File: src/rtl/mips_pkg.sv
// Shared fetch-path definitions: fetch FSM state encoding, reset vector and jump-target helper.
// Used by fetch_ctrl (optional statistics enabled with FETCH_CTRL_STATS_EN) and npc_sel.
package mips_pkg;

    localparam logic [29:0] RESET_VECTOR = 30'h00100000;

    typedef logic [1:0] fetch_state_t;

    localparam fetch_state_t ST_BOOT  = 2'd0;
    localparam fetch_state_t ST_FETCH = 2'd1;
    localparam fetch_state_t ST_HOLD  = 2'd2;
    localparam fetch_state_t ST_FLUSH = 2'd3;

    // Word-address form of a J-type target: the region bits are the top four bits of the PC.
    function automatic logic [29:0] jump_word(input logic [3:0] pc_region, input logic [25:0] index);
        return {pc_region, index};
    endfunction

endpackage

File: src/rtl/fetch_ctrl_if.sv
// Fetch bus between the PC register, instruction memory, decode stage and fetch_ctrl.
// The slave modport is the fetch_ctrl view; master is the surrounding pipeline.
interface fetch_ctrl_if;

    logic [29:0] PC;
    logic [29:0] NPC;
    logic        IReq;
    logic        IAck;
    logic [31:0] Instr;
    logic [31:0] IR;
    logic        IValid;
    logic        Stall;
    logic        Jr;
    logic        Jump;
    logic        Br_taken;
    logic [29:0] Jr_target;
    logic [29:0] Br_target;
    logic [25:0] Jump_target;

    modport master (
        output PC, IAck, Instr, Stall, Jr, Jump, Br_taken, Jr_target, Br_target, Jump_target,
        input  NPC, IReq, IR, IValid
    );

    modport slave (
        input  PC, IAck, Instr, Stall, Jr, Jump, Br_taken, Jr_target, Br_target, Jump_target,
        output NPC, IReq, IR, IValid
    );

endinterface

File: src/rtl/npc_sel.sv
// Redirect arbitration: Jr beats Jump beats Br_taken; Jump target is spliced onto the PC region.
module npc_sel
    import mips_pkg::*;
(
    input  logic [3:0]  pc_region,
    input  logic        jr,
    input  logic        jump,
    input  logic        br_taken,
    input  logic [29:0] jr_target,
    input  logic [25:0] jump_target,
    input  logic [29:0] br_target,
    output logic        redirect,
    output logic [29:0] target
);

    always_comb begin
        redirect = jr | jump | br_taken;
        target   = br_target;
        if (jr) begin
            target = jr_target;
        end else if (jump) begin
            target = jump_word(pc_region, jump_target);
        end
    end

endmodule

File: src/rtl/fetch_ctrl.sv
// Instruction fetch controller: BOOT/FETCH/HOLD/FLUSH sequencing of IR and next-PC selection.
// Define FETCH_CTRL_STATS_EN to add the Fetch_cnt / Flush_cnt statistics outputs.
module fetch_ctrl #(
    parameter logic [29:0] RESET_VECTOR = mips_pkg::RESET_VECTOR
) (
    input  logic        Clk,
    input  logic        Reset,
    fetch_ctrl_if.slave bus
`ifdef FETCH_CTRL_STATS_EN
    ,
    output logic [31:0] Fetch_cnt,
    output logic [31:0] Flush_cnt
`endif
);
    import mips_pkg::*;

    fetch_state_t state_q, state_d;
    logic [31:0]  ir_q, ir_d;
    logic         ivalid_q, ivalid_d;
    logic [29:0]  pending_q, pending_d;
    logic [29:0]  npc_d;
    logic         redirect;
    logic [29:0]  redirect_target;

    npc_sel u_npc_sel (
        .pc_region   (bus.PC[29:26]),
        .jr          (bus.Jr),
        .jump        (bus.Jump),
        .br_taken    (bus.Br_taken),
        .jr_target   (bus.Jr_target),
        .jump_target (bus.Jump_target),
        .br_target   (bus.Br_target),
        .redirect    (redirect),
        .target      (redirect_target)
    );

    always_comb begin
        state_d   = state_q;
        ir_d      = ir_q;
        ivalid_d  = ivalid_q;
        pending_d = pending_q;
        npc_d     = bus.PC;
        case (state_q)
            ST_BOOT: state_d = ST_FETCH;
            ST_FETCH: begin
                if (bus.IAck) begin
                    if (redirect) begin
                        npc_d = redirect_target;
                    end else begin
                        ir_d     = bus.Instr;
                        ivalid_d = 1'b1;
                        npc_d    = bus.PC + 30'd1;
                        state_d  = ST_HOLD;
                    end
                end else if (redirect) begin
                    // The outstanding request still has to complete; remember where to go afterwards.
                    pending_d = redirect_target;
                    state_d   = ST_FLUSH;
                end
            end
            ST_HOLD: begin
                if (redirect) begin
                    ivalid_d = 1'b0;
                    npc_d    = redirect_target;
                    state_d  = ST_FETCH;
                end else if (!bus.Stall) begin
                    ivalid_d = 1'b0;
                    state_d  = ST_FETCH;
                end
            end
            ST_FLUSH: begin
                if (redirect) begin
                    pending_d = redirect_target;
                end
                if (bus.IAck) begin
                    npc_d   = redirect ? redirect_target : pending_q;
                    state_d = ST_FETCH;
                end
            end
            default: state_d = ST_BOOT;
        endcase
    end

    always_ff @(posedge Clk or negedge Reset) begin
        if (!Reset) begin
            state_q   <= ST_BOOT;
            ir_q      <= 32'd0;
            ivalid_q  <= 1'b0;
            pending_q <= RESET_VECTOR;
        end else begin
            state_q   <= state_d;
            ir_q      <= ir_d;
            ivalid_q  <= ivalid_d;
            pending_q <= pending_d;
        end
    end

    assign bus.NPC    = npc_d;
    assign bus.IReq   = (state_q == ST_FETCH) || (state_q == ST_FLUSH);
    assign bus.IR     = ir_q;
    assign bus.IValid = ivalid_q;

`ifdef FETCH_CTRL_STATS_EN
    logic [31:0] fetch_cnt_q, fetch_cnt_d;
    logic [31:0] flush_cnt_q, flush_cnt_d;

    // A flush counts any fetched word that never reaches decode, including a valid IR killed in HOLD.
    always_comb begin
        fetch_cnt_d = fetch_cnt_q;
        flush_cnt_d = flush_cnt_q;
        if (state_q == ST_FETCH && bus.IAck && !redirect) begin
            fetch_cnt_d = fetch_cnt_q + 32'd1;
        end
        if ((state_q == ST_FETCH && bus.IAck && redirect) ||
            (state_q == ST_FLUSH && bus.IAck) ||
            (state_q == ST_HOLD && redirect && ivalid_q)) begin
            flush_cnt_d = flush_cnt_q + 32'd1;
        end
    end

    always_ff @(posedge Clk or negedge Reset) begin
        if (!Reset) begin
            fetch_cnt_q <= 32'd0;
            flush_cnt_q <= 32'd0;
        end else begin
            fetch_cnt_q <= fetch_cnt_d;
            flush_cnt_q <= flush_cnt_d;
        end
    end

    assign Fetch_cnt = fetch_cnt_q;
    assign Flush_cnt = flush_cnt_q;
`endif

endmodule

File: src/flat_wrapper.sv
// flat-port wrapper written by rule: the top's interface ports become plain ports
module fetch_ctrl_flat import mips_pkg::*;
#(
    parameter logic [29:0] RESET_VECTOR = mips_pkg::RESET_VECTOR
)
  (Clk, Reset, bus_PC, bus_IAck, bus_Instr, bus_Stall, bus_Jr, bus_Jump, bus_Br_taken, bus_Jr_target, bus_Br_target, bus_Jump_target, bus_NPC, bus_IReq, bus_IR, bus_IValid);
  fetch_ctrl_if bus_i ();
  input  logic Clk;
  input  logic Reset;
  input wire logic [$bits(bus_i.PC)-1:0] bus_PC;
  input wire logic [$bits(bus_i.IAck)-1:0] bus_IAck;
  input wire logic [$bits(bus_i.Instr)-1:0] bus_Instr;
  input wire logic [$bits(bus_i.Stall)-1:0] bus_Stall;
  input wire logic [$bits(bus_i.Jr)-1:0] bus_Jr;
  input wire logic [$bits(bus_i.Jump)-1:0] bus_Jump;
  input wire logic [$bits(bus_i.Br_taken)-1:0] bus_Br_taken;
  input wire logic [$bits(bus_i.Jr_target)-1:0] bus_Jr_target;
  input wire logic [$bits(bus_i.Br_target)-1:0] bus_Br_target;
  input wire logic [$bits(bus_i.Jump_target)-1:0] bus_Jump_target;
  output wire logic [$bits(bus_i.NPC)-1:0] bus_NPC;
  output wire logic [$bits(bus_i.IReq)-1:0] bus_IReq;
  output wire logic [$bits(bus_i.IR)-1:0] bus_IR;
  output wire logic [$bits(bus_i.IValid)-1:0] bus_IValid;
  assign bus_i.PC = bus_PC;
  assign bus_i.IAck = bus_IAck;
  assign bus_i.Instr = bus_Instr;
  assign bus_i.Stall = bus_Stall;
  assign bus_i.Jr = bus_Jr;
  assign bus_i.Jump = bus_Jump;
  assign bus_i.Br_taken = bus_Br_taken;
  assign bus_i.Jr_target = bus_Jr_target;
  assign bus_i.Br_target = bus_Br_target;
  assign bus_i.Jump_target = bus_Jump_target;
  assign bus_NPC = bus_i.NPC;
  assign bus_IReq = bus_i.IReq;
  assign bus_IR = bus_i.IR;
  assign bus_IValid = bus_i.IValid;
  fetch_ctrl #(.RESET_VECTOR(RESET_VECTOR)) u_core (.Clk(Clk), .Reset(Reset), .bus(bus_i));
endmodule
File: config.mk
export PLATFORM = sky130hd
export DESIGN_NAME = fetch_ctrl_flat
export DESIGN_NICKNAME = d
export VERILOG_FILES = /design/src/rtl/mips_pkg.sv /design/src/rtl/fetch_ctrl_if.sv /design/src/rtl/npc_sel.sv /design/src/rtl/fetch_ctrl.sv /design/src/flat_wrapper.sv
export SDC_FILE = /design/constraint.sdc
export NUM_CORES = 1
export LEC_CHECK = 0
export ABC_CLOCK_PERIOD_IN_PS = 4600
export BUFFER_PORTS_ARGS = -buffer_cell sky130_fd_sc_hd__clkbuf_2
export CAP_MARGIN = 25
export CORE_MARGIN = 2
export CORE_UTILIZATION = 50
export CTS_CLUSTER_DIAMETER = 100
export DETAILED_ROUTE_END_ITERATION = 7
export GPL_TIMING_DRIVEN = 0
export PLACE_DENSITY_LB_ADDON = 0.25
export SETUP_SLACK_MARGIN = 0.4
export SYNTH_ARGS = -nofsm -noshare
export SYNTH_HDL_FRONTEND = slang
export SYNTH_SLANG_ARGS = --single-unit
File: constraint.sdc
create_clock -name Clk -period 4.6 [get_ports Clk]
set_input_delay 0.69 -clock Clk [delete_from_list [all_inputs] [get_ports Clk]]
set_output_delay 0.69 -clock Clk [all_outputs]
set_load 0.005 [all_outputs]
==> impl_metrics.ini, run 1 <==
[final_layout]
drive_gt1_share_pct = 28.60
area_growth_pct = 30.52
diodes = 0
nNetsFinal = 1025
fillers = 860
final_cells = 1007

[placement]
placedCellCount = 991
dp_hpwl_um = 14650
io_buffers = 212
gp_congestion = 0.9701
place_ws_ns = 0.8923

[global_route]
grt_pass1_vias = 5705
antenna_found_initial = 0
grtUsageTotal_pct = 36.01
grt_overflow = 0
grt_max_degree = 64
grt_pass1_wl_um = 29120

[setup_path]
cpPeakStageDelay_ns = 0.58
cp-start-kind = primary input
cp.arrival_ns = 3.12
cp_max_fo = 10
crit_slowest_cell = o21ai_0
crit_chain = clkbuf_2, buf_2, clkbuf_1, clkbuf_1, a22oi_1, o21ai_0, o21ai_0, nand3_1, clkbuf_2
cp.required_ns = 3.91
worstSetupPathType = primary input to output port
cp-end-kind = output port

[logic_synthesis]
async_flop_share_pct = 100.0
synth_seq_cells = 65
dominantRegCellSynth = dfrtp_1
synthCells = 643
synth_fp_nets = 799
synth_area_per_cell_um2 = 7.568
synth-edff-count = 0
ys_types = 60
yosysSeqAreaShare_pct = 33.45
synth_warnings = 0
synth_area_mm2 = 0.004866

[floorplan]
die_y_um = 102.7
die_x_um = 102.7
core-area_mm2 = 0.009594
start_util_pct = 50.72
ios = 219
die_area_mm2 = 0.01054
std_cell_rows = 36

[clock_network]
post_cts_buffers = 0
clk_pin_slew_ns = 0.07
worstSkewPairLatency_ns = 0.37
cts_tree = done
cts.sinks = 65
numCtsBuffers = 9
htree_levels = 3
post_cts_resized = 0
cts-hold-fix-buffers = 0
cts.path.max_buffers = 2
cts-root-buf = clkbuf_8

[timing]
min_period_ns = 3.808
hold_ws_ns = 0.1449
setup_tns_ns = 0
skew_ns = 0.02141
relSlewSlack_pct = 48.31
rsz0062_at_grt = no
fin_crit_sh_pct = 82.79
setup_slack_ns = 0.7918
worstMarginPinSlew_ns = 0.7695
max_freq_ghz = 0.2626
setup_viol = 0
drv_slew = 0
hold_viol = 0

[power]
p_leak_nw = 3.116
power.density_mw_per_mm2 = 298.3
ir_worst_vdd_v = 0.0002305

[route]
wl_um = 19250
wl_per_cell_um = 19.12
antenna_left = 0
via_per_inst = 6.130
detail_route.iter0.violations = 483
dr.pass1.iters = 5
drc = 0
num_vias = 6173

[hold_path]
min_path_type = primary input to async pin

[run_status]
outcome = finished clean

[job]
maxCapViolations = 0
path summary, 6_finish.rpt:
path                                        end  slack (ns)         startpoint  cells past startpoint
hold reg to reg                u_core.bus.IR[1]        0.48   u_core.bus.IR[1]                      2
max in group asynchronous  u_core.pending_q[20]        3.92              Reset                      2
setup / recovery                     bus_NPC[3]        0.79           bus_Jump                      9
setup reg to reg           u_core.pending_q[27]        2.01  u_core.state_q[0]                      7
min in group Clk               u_core.bus.IR[1]        0.48   u_core.bus.IR[1]                      2
hold / removal              u_core.pending_q[0]        0.14              Reset                      1
per-stage QoR:
stage / cell area (um^2) / power, mW / utilization (%)
floorplan: 4866 / 1.032 / -
global placement: 6093 / 1.298 / 63.51
detailed placement: 6132 / 1.323 / 63.92
CTS: 6351 / 1.883 / 66.20
global route: 6351 / 1.991 / 66.20
finish: 6351 / 1.894 / 66.20
per-layer routing:
metal | global-route usage, % | up-vias | part of all wire [%]
li1 | - | 2829 | -
met1 | 46.89 | 2869 | 39
met2 | 57.16 | 428 | 46
met3 | 9.153 | 47 | 11
met4 | 14.77 | 0 | 2.7
met5 | 0 | - | 0
state kept, by name, summed over array words and instances, names as in the netlist:
| register | cells |
|---|---|
| u_core.bus.IR | 32 |
| u_core.state_q | 2 |
| u_core.bus.IValid | 1 |
| u_core.pending_q | 30 |
where the power goes:
part	switching (mW)	leakage (nW)	total [mW]	internal (mW)
clock	0.263	0.111	0.571	0.309
combinational	0.319	2.21	0.577	0.258
sequential	0.0638	0.798	0.746	0.682
layout by cell type, fill, tap and decap left out, drive strengths merged, types with 12 or more instances in the layout:
master    n
a21oi    38
a22o     29
a22oi    26
buf      21
clkbuf  259
dfrtp    64
inv      14
nand2   150
nand3    20
nand3b   13
nand4    12
nor2     28
o21ai    44
synthesized netlist by cell type (all sizes together) (13+ instances only):
cell type	n	share of area, %
nand2	150	12
dfrtp	64	33
o21ai	44	4.5
a21oi	38	3.9
clkbuf	37	2.9
a22o	29	5.2
nor2	28	2.2
a22oi	26	4.0
nand3	20	2.1
buf	18	1.8
inv	13	1.0
nand3b	13	2.0
kinds of logic after synthesis:
family | share of synthesized area [%]
flip-flops | 33.45
XOR/XNOR | 1.980
buffers and inverters | 5.631
AO/OA/AOI/OAI | 32.86
multiplexers | 0.4114
adder cells (fa/ha/maj) | 0.2571
AND/OR/NAND/NOR | 25.41
worst max-delay path: cells and delay by family:
kind / cells / cell delay [ns]
compound gates: 3 / 0.93
buf+inv: 5 / 1.36
simple gates: 1 / 0.12
cell type report:
cell class	instances	area [um^2]	share of cell area [%]
timing repair buffer	215	1100	17.32
sequential	65	1628	25.63
tap	133	166.4	2.620
multi-input combinational	510	2964	46.67
clock buffer	10	127.6	2.009
inverter	13	48.80	0.7683
buffer	55	225.2	3.546
clock inverter	6	91.34	1.438
No activity file was read; power rests on OpenSTA's default activity.
==> inputs of run 2 (changes only) <==
--- a/config.mk
+++ b/config.mk
@@ -5,11 +5,11 @@
 export SDC_FILE = /design/constraint.sdc
 export NUM_CORES = 1
 export LEC_CHECK = 0
-export ABC_CLOCK_PERIOD_IN_PS = 4600
+export ABC_CLOCK_PERIOD_IN_PS = 3460
 export BUFFER_PORTS_ARGS = -buffer_cell sky130_fd_sc_hd__clkbuf_2
 export CAP_MARGIN = 25
 export CORE_MARGIN = 2
-export CORE_UTILIZATION = 50
+export CORE_UTILIZATION = 44
 export CTS_CLUSTER_DIAMETER = 100
 export DETAILED_ROUTE_END_ITERATION = 7
 export GPL_TIMING_DRIVEN = 0
==> constraint.sdc (replaced) <==
create_clock -name Clk -period 3.46 [get_ports Clk]
set_input_delay 0.519 -clock Clk [delete_from_list [all_inputs] [get_ports Clk]]
set_output_delay 0.519 -clock Clk [all_outputs]
set_load 0.005 [all_outputs]
==> impl_metrics.ini, run 2 (same netlist as run 1, synthesis figures left out) <==
[setup_path]
cp-end-kind = output port
cp_common_cell = clkbuf_2
cpPeakStageDelay_ns = 0.87
cp_max_fo = 10
cp_num_buf_inv = 3
cp_top_family = simple AND/OR/NAND/NOR gates
cp.arrival_ns = 2.52
worstSetupPathType = primary input to output port
crit_chain = clkbuf_2, buf_2, nor4b_2, a211o_1, o2bb2ai_1, a221oi_1, clkbuf_2
cp-start-kind = primary input
cp.required_ns = 2.94
crit_slowest_cell = nor4b_2

[clock_network]
cts-hold-fix-buffers = 0
htree_levels = 3
cts.path.max_buffers = 2
cts-root-buf = clkbuf_8
numCtsBuffers = 9
cts_tree = done
worstSkewPairLatency_ns = 0.36
cts.sinks = 65
clk_pin_slew_ns = 0.09

[global_route]
grt_max_degree = 55
grtUsageTotal_pct = 33.37
antenna_found_initial = 0
grt_overflow = 0
grt_pass1_wl_um = 30280
grt_pass1_vias = 5834

[route]
wl_met1_um = 8237
via_per_inst = 6.024
detail_route.iter0.violations = 511
dr_wl_met2_um = 9187
dr.pass1.iters = 7
drc = 0
route.met3.wl_um = 2083
antenna_left = 0
wl_um = 20080
wl_per_cell_um = 19.83
num_vias = 6102
routed.top_layer = met4

[timing]
worstMarginPinSlew_ns = 0.9765
min_period_ns = 3.037
max_freq_ghz = 0.3292
relSlewSlack_pct = 34.73
rsz0062_at_grt = yes
setup_tns_ns = 0
skew_ns = 0.01392
hold_viol = 0
setup_viol = 0
drv_slew = 0
hold_ws_ns = 0.03829
fin_crit_sh_pct = 87.79

[placement]
gp_congestion = 0.9615
dp_hpwl_um = 15150
io_buffers = 212

[job]
maxCapViolations = 0

[power]
ir_worst_vdd_v = 0.0002516
p_leak_nw = 3.191
power.density_mw_per_mm2 = 381.4

[final_layout]
largest_register_ffs = 32
nNetsFinal = 1024
diodes = 0
drive_gt1_share_pct = 32.53
final_cell_mix = clkbuf_2, nand2_1, dfrtp_1, o21ai_0, a21oi_1
layout_commonest_cell = clkbuf_2
area_growth_pct = 32.81

[floorplan]
die_area_mm2 = 0.01192
std_cell_rows = 38
start_util_pct = 45.08
die_x_um = 109.2
ios = 219
die_y_um = 109.2
core-area_mm2 = 0.01079

[hold_path]
min_path_type = primary input to async pin

[run_status]
outcome = finished clean
-- run 2: worst paths after layout --
kind / start / end / slack [ns] / depth (start not counted)
max: bus_Jump / bus_NPC[5] / 0.42 / 7
min: Reset / u_core.pending_q[3] / 0.04 / 1
max reg2reg: u_core.state_q[0] / u_core.pending_q[25] / 1.11 / 7
min reg2reg: u_core.bus.IR[24] / u_core.bus.IR[24] / 0.47 / 2
max in group asynchronous: Reset / u_core.pending_q[20] / 2.82 / 2
min in group Clk: bus_Instr[0] / u_core.bus.IR[0] / 0.35 / 3
-- run 2: what timing repair did --
item / in CTS / in global routing
gates resized for setup: 12 / 42
endpoints found under the setup margin: 24 / 26
buffers inserted: 0 / 1
pin swaps: 0 / 1
-- run 2: metrics by stage --
step | util (%) | area (um^2) | worst slack, ns | power [mW] | instances
5_1_grt | 59.88 | 6462 | 0.3979 | 2.593 | 1013
6_report | 59.88 | 6462 | 0.4226 | 2.465 | 1013
2_1_floorplan | - | 4866 | 0.9304 | 1.372 | 643
3_3_place_gp | 56.54 | 6102 | 0.03780 | 1.736 | 995
4_1_cts | 59.03 | 6371 | 0.3974 | 2.455 | 1012
3_5_place_dp | 56.87 | 6138 | 0.1118 | 1.762 | 996
-- run 2: report_power, final --
group | leakage (nW) | switching (mW) | internal (mW)
logic | 2.29 | 0.433 | 0.349
clock network | 0.0985 | 0.339 | 0.354
registers | 0.798 | 0.0830 | 0.907
-- run 2: cell type report --
cell class                      count  area (um^2)
Fill cell                        1035         4330
Clock inverter                      6        67.56
Buffer                             55        257.7
Multi-Input combinational cell    510         3049
Inverter                           13        48.80
Clock buffer                       10        137.6
Tap cell                          140        175.2
Sequential cell                    65         1628
Timing Repair Buffer              214         1099
-- run 2: per-layer routing --
metal,GRT usage [%],vias to the layer above
met3,8.428,47
met2,51.38,369
met5,0,-
li1,-,2834
met4,14.74,0
met1,44.12,2852
==> inputs of run 3 (changes only) <==
--- a/config.mk
+++ b/config.mk
@@ -7,14 +7,14 @@
 export LEC_CHECK = 0
 export ABC_CLOCK_PERIOD_IN_PS = 3460
 export BUFFER_PORTS_ARGS = -buffer_cell sky130_fd_sc_hd__clkbuf_2
-export CAP_MARGIN = 25
 export CORE_MARGIN = 2
 export CORE_UTILIZATION = 44
 export CTS_CLUSTER_DIAMETER = 100
 export DETAILED_ROUTE_END_ITERATION = 7
 export GPL_TIMING_DRIVEN = 0
-export PLACE_DENSITY_LB_ADDON = 0.25
+export PLACE_DENSITY = 0.91
 export SETUP_SLACK_MARGIN = 0.4
+export SLEW_MARGIN = 15
 export SYNTH_ARGS = -nofsm -noshare
 export SYNTH_HDL_FRONTEND = slang
 export SYNTH_SLANG_ARGS = --single-unit
==> impl_metrics.ini, run 3 (same netlist as run 1, synthesis figures left out) <==
[global_route]
grt_overflow = 0
grt_pass1_wl_um = 28540
antenna_found_initial = 0
grt_pass1_vias = 5622
grtUsageTotal_pct = 31.25
grt_max_degree = 45

[setup_path]
r2r_slack_ns = 1.18
cp-end-kind = output port
cpPeakStageDelay_ns = 0.42
rr_endpoint = u_core.pending_q[25]
timing.rr.start = u_core.state_q[0]
worstSetupPathType = flip-flop to output port
cp_max_fo = 10
crit_chain = clkbuf_1, nand2_1, nor3_2, buf_2, a21oi_1, o221ai_1, clkbuf_2
cp-start-kind = flip-flop
startpoint = u_core.state_q[1]
reg2reg_depth = 7
cp.required_ns = 2.94
critical_path.endpoint = bus_NPC[8]
crit_slowest_cell = clkbuf_1
cp.arrival_ns = 2.59

[timing]
hold_viol = 0
fin_crit_sh_pct = 89.93
relSlewSlack_pct = 48.72
worstMarginPinSlew_ns = 0.7664
max_freq_ghz = 0.3214
skew_ns = 0.01295
setup_tns_ns = 0
rsz0062_at_grt = yes
setup_slack_ns = 0.3483
drv_slew = 0
hold_ws_ns = 0.08744
min_period_ns = 3.112
setup_viol = 0

[clock_network]
cts-root-buf = clkbuf_8
htree_levels = 3
clk_pin_slew_ns = 0.09
cts.sinks = 65
numCtsBuffers = 9
cts_tree = done
cts.path.max_buffers = 2
worstSkewPairLatency_ns = 0.36

[final_layout]
final_cell_mix = clkbuf_2, nand2_1, dfrtp_1, o21ai_0, a21oi_1
fillers = 1047
nNetsFinal = 1024
layout_commonest_cell = clkbuf_2
stdcell_area_mm2 = 0.006404
diodes = 0
area_growth_pct = 31.60
drive_gt1_share_pct = 31.62
final_cells = 1013
largest_register_ffs = 32
final_util_pct = 59.33

[placement]
place_ws_ns = 0.1985
gp_congestion = 0.9676
placedCellCount = 997
dp_hpwl_um = 14480
placed_cell_area_mm2 = 0.006143
io_buffers = 212

[power]
total_power_mw = 2.425
ir_worst_vdd_v = 0.0001867
p_leak_nw = 3.172
power.density_mw_per_mm2 = 378.6

[job]
maxCapViolations = 0

[route]
via_per_inst = 6.110
num_vias = 6189
antenna_left = 0
wl_um = 19060
dr.pass1.iters = 5
wl_per_cell_um = 18.82
drc = 0
detail_route.iter0.violations = 759

[floorplan]
ios = 219
start_util_pct = 45.08
die_y_um = 109.2
core-area_mm2 = 0.01079
std_cell_rows = 38
die_area_mm2 = 0.01192
die_x_um = 109.2

[hold_path]
min_path_type = primary input to async pin

[run_status]
outcome = finished clean
## run 3: area by class of cell
| type | count | area, um^2 | share of cell area (%) |
|---|---|---|---|
| Sequential cell | 65 | 1628 | 25.42 |
| Clock buffer | 9 | 123.9 | 1.934 |
| Timing Repair Buffer | 214 | 1096 | 17.12 |
| Multi-Input combinational cell | 510 | 3005 | 46.93 |
| Inverter | 13 | 48.80 | 0.7620 |
| Tap cell | 140 | 175.2 | 2.735 |
| Buffer | 55 | 255.2 | 3.986 |
| Clock inverter | 7 | 71.32 | 1.114 |
## run 3: timing repair
item / 4_1_cts / 5_1_grt
hold buffers: 0 / 0
buffers inserted: 0 / 0
setup endpoints to repair: 18 / 27
resized for setup: 9 / 35
## run 3: critical path: cells and delay by family, from the launching register on
kind	cells	cell delay (ns)
AO/OA/AOI/OAI	2	0.39
buffers and inverters	3	0.90
flip-flops	1	0.39
AND/OR/NAND/NOR	2	0.55
## run 3: per-layer routing
layer  track usage, %  up-vias  share of wire (%)
met5                0        -                  0
li1                 -     2830                  -
met4            12.00        0                3.2
met3            7.591       61                 12
met1            40.51     2858                 39
met2            50.27      440                 46
## run 3: worst min-delay path by stage
stage,cells after the start,slack [ns],to,from
5_1_grt,1,0.11,u_core.pending_q[6],Reset
6_report,1,0.09,u_core.pending_q[6],Reset
3_5_place_dp,2,0.46,u_core.bus.IR[1],u_core.bus.IR[1]
2_1_floorplan,0,0.22,u_core.bus.IR[0],Reset
3_3_place_gp,2,0.46,u_core.bus.IR[3],u_core.bus.IR[3]
4_1_cts,1,0.09,u_core.pending_q[6],Reset
## run 3: power breakdown
group	leakage (nW)	switching (mW)	internal, mW
logic	2.27	0.422	0.347
clock network	0.103	0.334	0.333
registers	0.798	0.0824	0.907
total	3.17	0.838	1.59
